$ cat src/rtl/reg_dump_unit.sv
// Streams regfile entries FIRST_REG..LAST_REG as beats; first beat 2 cycles after start, max one beat per 2 cycles.
// out_ready low holds the beat stable; `REG_DUMP_CHECKSUM_EN appends an XOR checksum beat.
module reg_dump_unit #(
   parameter int FIRST_REG = 0,
   parameter int LAST_REG  = 31
) (
   input  logic        clk,
   input  logic        reset,
   input  logic        start,
   output logic [4:0]  rd_addr,
   input  logic [31:0] rd_data,
   output logic        out_valid,
   input  logic        out_ready,
   output logic [31:0] out_data,
   output logic [4:0]  out_index,
   output logic        out_last,
   output logic        busy,
   output logic        done
);

   localparam logic [4:0] FIRST_IDX = 5'(FIRST_REG);
   localparam logic [4:0] LAST_IDX  = 5'(LAST_REG);

   typedef enum logic [2:0] {
      S_IDLE,
      S_READ,
      S_SEND,
`ifdef REG_DUMP_CHECKSUM_EN
      S_CSUM,
`endif
      S_DONE
   } state_t;

   state_t      state_q;
   logic [4:0]  idx_q;
   logic [4:0]  idx_d;
   logic [4:0]  rd_addr_q;
   logic        out_valid_q;
   logic [31:0] out_data_q;
   logic [4:0]  out_index_q;
   logic        out_last_q;
   logic        busy_q;
   logic        done_q;
`ifdef REG_DUMP_CHECKSUM_EN
   logic [31:0] csum_q;
   logic [31:0] csum_d;

   // Accumulator including the beat being accepted this cycle.
   assign csum_d = csum_q ^ out_data_q;
`endif

   assign idx_d = idx_q + 5'd1;

   always_ff @(posedge clk or posedge reset) begin
      if (reset) begin
         state_q     <= S_IDLE;
         idx_q       <= '0;
         rd_addr_q   <= '0;
         out_valid_q <= 1'b0;
         out_data_q  <= '0;
         out_index_q <= '0;
         out_last_q  <= 1'b0;
         busy_q      <= 1'b0;
         done_q      <= 1'b0;
`ifdef REG_DUMP_CHECKSUM_EN
         csum_q      <= '0;
`endif
      end else begin
         done_q <= 1'b0;
         case (state_q)
            S_IDLE: begin
               if (start) begin
                  idx_q     <= FIRST_IDX;
                  rd_addr_q <= FIRST_IDX;
                  busy_q    <= 1'b1;
`ifdef REG_DUMP_CHECKSUM_EN
                  csum_q    <= '0;
`endif
                  state_q   <= S_READ;
               end
            end
            S_READ: begin
               out_data_q  <= rd_data;
               out_index_q <= idx_q;
               out_valid_q <= 1'b1;
`ifdef REG_DUMP_CHECKSUM_EN
               out_last_q  <= 1'b0;
`else
               out_last_q  <= (idx_q == LAST_IDX);
`endif
               state_q     <= S_SEND;
            end
            S_SEND: begin
               if (out_ready) begin
`ifdef REG_DUMP_CHECKSUM_EN
                  csum_q <= csum_d;
`endif
                  if (idx_q != LAST_IDX) begin
                     out_valid_q <= 1'b0;
                     idx_q       <= idx_d;
                     rd_addr_q   <= idx_d;
                     state_q     <= S_READ;
                  end else begin
                     idx_q       <= '0;
                     rd_addr_q   <= '0;
`ifdef REG_DUMP_CHECKSUM_EN
                     out_valid_q <= 1'b1;
                     out_data_q  <= csum_d;
                     out_index_q <= '0;
                     out_last_q  <= 1'b1;
                     state_q     <= S_CSUM;
`else
                     out_valid_q <= 1'b0;
                     out_data_q  <= '0;
                     out_index_q <= '0;
                     out_last_q  <= 1'b0;
                     done_q      <= 1'b1;
                     state_q     <= S_DONE;
`endif
                  end
               end
            end
`ifdef REG_DUMP_CHECKSUM_EN
            S_CSUM: begin
               if (out_ready) begin
                  out_valid_q <= 1'b0;
                  out_data_q  <= '0;
                  out_last_q  <= 1'b0;
                  done_q      <= 1'b1;
                  state_q     <= S_DONE;
               end
            end
`endif
            S_DONE: begin
               // start is deliberately ignored here; a new dump is only taken from IDLE.
               busy_q  <= 1'b0;
               state_q <= S_IDLE;
            end
            default: begin
               state_q <= S_IDLE;
            end
         endcase
      end
   end

   assign rd_addr   = rd_addr_q;
   assign out_valid = out_valid_q;
   assign out_data  = out_data_q;
   assign out_index = out_index_q;
   assign out_last  = out_last_q;
   assign busy      = busy_q;
   assign done      = done_q;

endmodule

$ cat config.mk
export PLATFORM = sky130hd
export DESIGN_NAME = reg_dump_unit
export DESIGN_NICKNAME = d
export VERILOG_FILES = /design/src/rtl/reg_dump_unit.sv
export SDC_FILE = /design/constraint.sdc
export NUM_CORES = 1
export LEC_CHECK = 0
export ABC_AREA = 0
export BUFFER_PORTS_ARGS = -buffer_cell sky130_fd_sc_hd__clkbuf_2
export CAP_MARGIN = 20
export CORE_MARGIN = 1.5
export CORE_UTILIZATION = 49
export CTS_BUF_LIST = sky130_fd_sc_hd__clkbuf_4
export CTS_CLUSTER_SIZE = 20
export DETAILED_ROUTE_END_ITERATION = 7
export GPL_TIMING_DRIVEN = 0
export PLACE_DENSITY = 0.85
export SLEW_MARGIN = 30
export SYNTH_ARGS = -nofsm -noshare
export SYNTH_HDL_FRONTEND = slang
export SYNTH_SLANG_ARGS = --single-unit
$ cat constraint.sdc
create_clock -name clk -period 2.1 [get_ports clk]
set_input_delay 0.42 -clock clk [delete_from_list [all_inputs] [get_ports clk]]
set_output_delay 0.42 -clock clk [all_outputs]
set_load 0.02 [all_outputs]
==> qor.txt <==
Num CTS Buffers -> 5
Hold-fix buffers, CTS -> 0
Slowest CP cell -> dfrtp_1
Seq pwr share -> 0.400
Synth Cell Area -> 1920 um2
Logic pwr share -> 0.456
Worst Skew -> 10.0 ps
Final WL -> 4560 um
Critical setup path kind -> flop to flop
Post-cts gate resize count -> 0
Clock Sinks -> 48
Finish-stage setup viols -> 0
Clock Power Share -> 0.144
Global-route wire length before repair -> 7070 um
Worst-margin pin slew -> 566 ps
Post-CTS Setup Bufs -> 0
Buffers on Ports -> 81
# H-tree levels -> 2
Worst setup margin -> 178 ps
Core area -> 3720 um2
Fmax -> 0.520 GHz
Root Driver -> clkbuf_4
Internal cell power -> 2.24 mW
Worst skew pair latency -> 370 ps
Core Rows -> 22
GRT Overall Usage -> 0.222
Netlist cell types -> 28
Crit path buf inv count -> 0
DRC Markers -> 0
Post-DRT Antenna Nets -> 0
Tmin final -> 1920 ps
Die area -> 4310 um2
CTS Buffer Depth -> 2
Detailed placement HPWL -> 3270 um
CTS tree -> built
Post-synthesis cell count -> 138
Critical Path RT -> 2410 ps
Syn. warnings -> 0
Vias in the first global route -> 1462
Fin crit share -> 0.915
Switch Pwr -> 1.60 mW
Final nets -> 265
Clk slew on worst S/H paths -> 140 ps
Maxcap violations -> 0
Sw Share -> 0.417
Post-synthesis sequential area ratio -> 0.625
Hold Vio Cnt, Final -> 0
Starting Density -> 0.517
Gr ovfl total -> 0
Slew headroom -> 0.623
Syn Area/Cell -> 13.9 um2
Largest net degree at the start of global routing -> 49
Fraction of layout cells with a size suffix above 1 -> 0.427
Pre-CTS setup slack -> 239 ps
Status -> finished, final reports clean
Peak supply drop -> 0.000750 V
RSZ-0062 raised after global routing -> no
Syn nets -> 177
Vias -> 1586
Die H -> 65.6 um
Placed inst area -> 2390 um2
Delay-heaviest family, CP -> simple AND/OR/NAND/NOR gates
Synth Register Bits -> 48
Lkg Pwr -> 1.25 nW
Worst path max stage delay -> 480 ps
Drt first-iter violations -> 181
Die width -> 65.6 um
Critical-path maximum fanout -> 6
Routability cong. -> 0.727
DR vias/cell -> 5.77
Initial DRT Pass Iterations -> 4
Layout area overhead -> 28.5%
Routed length per instance -> 16.6 um
Final instance area -> 2470 um2
Startpoint class of the critical path -> flop
PwrDens -> 1560 nW/um2
Antenna cells -> 0
Initial antenna violation count -> 0
CP Capture Type -> flop
Final Slew Violations -> 0
Data arrival, critical path -> 2240 ps
Critical path's most frequent cell -> ha_1
Hold WC Path Type -> primary input to async pin
Worst hold slack -> 90.7 ps
Io pins -> 82
Worst-path cell chain -> ha_1, and3_1, ha_1, nand4bb_1, or3_1, nand3_1
[worst paths after layout]
| kind | from | cells past startpoint | end | slack [ps] |
|---|---|---|---|---|
| max | rd_addr[0]$_DFFE_PP0P_ | 6 | rd_addr[3]$_DFFE_PP0P_ | 180 |
| min | reset | 2 | out_index[0]$_DFFE_PP0P_ | 90 |
| max reg2reg | rd_addr[0]$_DFFE_PP0P_ | 6 | rd_addr[3]$_DFFE_PP0P_ | 180 |
| min reg2reg | out_data[19]$_DFFE_PP0P_ | 1 | out_data[19]$_DFFE_PP0P_ | 510 |
| max in group asynchronous | reset | 2 | out_last$_DFFE_PP0P_ | 1630 |
| min in group clk | rd_data[8] | 2 | out_data[8]$_DFFE_PP0P_ | 300 |
[stage by stage]
step / std cells / power [mW] / util / TNS (ps)
final: 275 / 3.84 / 0.665 / 0
after global routing: 275 / 4.10 / 0.665 / 0
after CTS: 275 / 3.86 / 0.665 / 0
after detailed placement: 267 / 3.32 / 0.643 / 0
after global placement: 267 / 3.25 / 0.642 / -1040
after floorplan: 138 / 2.70 / - / 0
[power groups by stage]
stage               clock [mW]  sequential, mW  combinational [mW]
floorplan                    0            1.95               0.749
global placement             0            1.53                1.72
detailed placement           0            1.56                1.76
CTS                      0.563            1.53                1.77
global route             0.604            1.58                1.91
finish                   0.554            1.54                1.75
[Yosys cell counts]
cell | number | area, um2
nand4bb_1 | 1 | 11.3
inv_1 | 5 | 18.8
nand3_1 | 2 | 10.0
a21boi_0 | 1 | 7.51
and2b_4 | 1 | 10.0
mux2i_1 | 1 | 10.0
clkbuf_1 | 7 | 26.3
dfrtp_1 | 48 | 1200
a32o_1 | 38 | 380
o21ai_0 | 9 | 45.0
buf_6 | 3 | 33.8
a21oi_1 | 1 | 5.00
buf_1 | 1 | 3.75
nor3b_1 | 1 | 7.51
nand4b_1 | 1 | 8.76
or2b_1 | 1 | 7.51
or2_1 | 1 | 6.26
or3_1 | 1 | 6.26
nor4b_1 | 1 | 8.76
a31oi_2 | 1 | 12.5
and2b_1 | 1 | 7.51
and3_1 | 2 | 12.5
o22a_1 | 1 | 8.76
buf_2 | 2 | 10.0
nand2_1 | 2 | 7.51
ha_1 | 3 | 37.5
a211o_1 | 1 | 8.76
o2bb2ai_1 | 1 | 8.76
[final cells by class]
cell class | instances | area [um2]
sequential | 48 | 1200
tap | 48 | 60.1
multi-input combinational | 72 | 628
clock buffer | 6 | 45.0
timing repair buffer | 81 | 405
fill | 304 | 1250
inverter | 5 | 21.3
buffer | 13 | 73.8
clock inverter | 2 | 35.0
[metal layers]
layer / wire length (um) / track usage / up-vias
met2: 2200 / 0.348 / 67
met3: 284 / 0.0651 / 3
li1: - / - / 724
met4: 37 / 0.0547 / 0
met5: 0 / 0 / -
met1: 2030 / 0.304 / 792
[layout by cell type, fill, tap and decap left out, drive strengths merged]
cell      n
or2b      1
nand2     2
and2b     2
buf       6
mux2i     1
dfrtp    48
o22a      1
a32o     38
or3       1
a21boi    1
a21oi     1
clkinv    1
o2bb2ai   1
nand4b    1
bufinv    1
nor4b     1
a211o     1
clkbuf   94
nand4bb   1
ha        3
and3      2
nand3     2
o21ai     9
or2       1
a31oi     1
nor3b     1
inv       5
[sequential cells by signal, summed over array words and instances (netlist names)]
signal     count
busy           1
done           1
out_data      32
out_index      5
out_last       1
out_valid      1
rd_addr        5
state_q        2
[cells by family after synthesis]
kind of cell	Yosys count	share of synthesized area
simple gates	15	0.0540
fa+ha+maj	3	0.0195
mux	1	0.00521
flops	48	0.625
compound gates	53	0.248
buf+inv	18	0.0482
(Power assumes the default switching activity.)
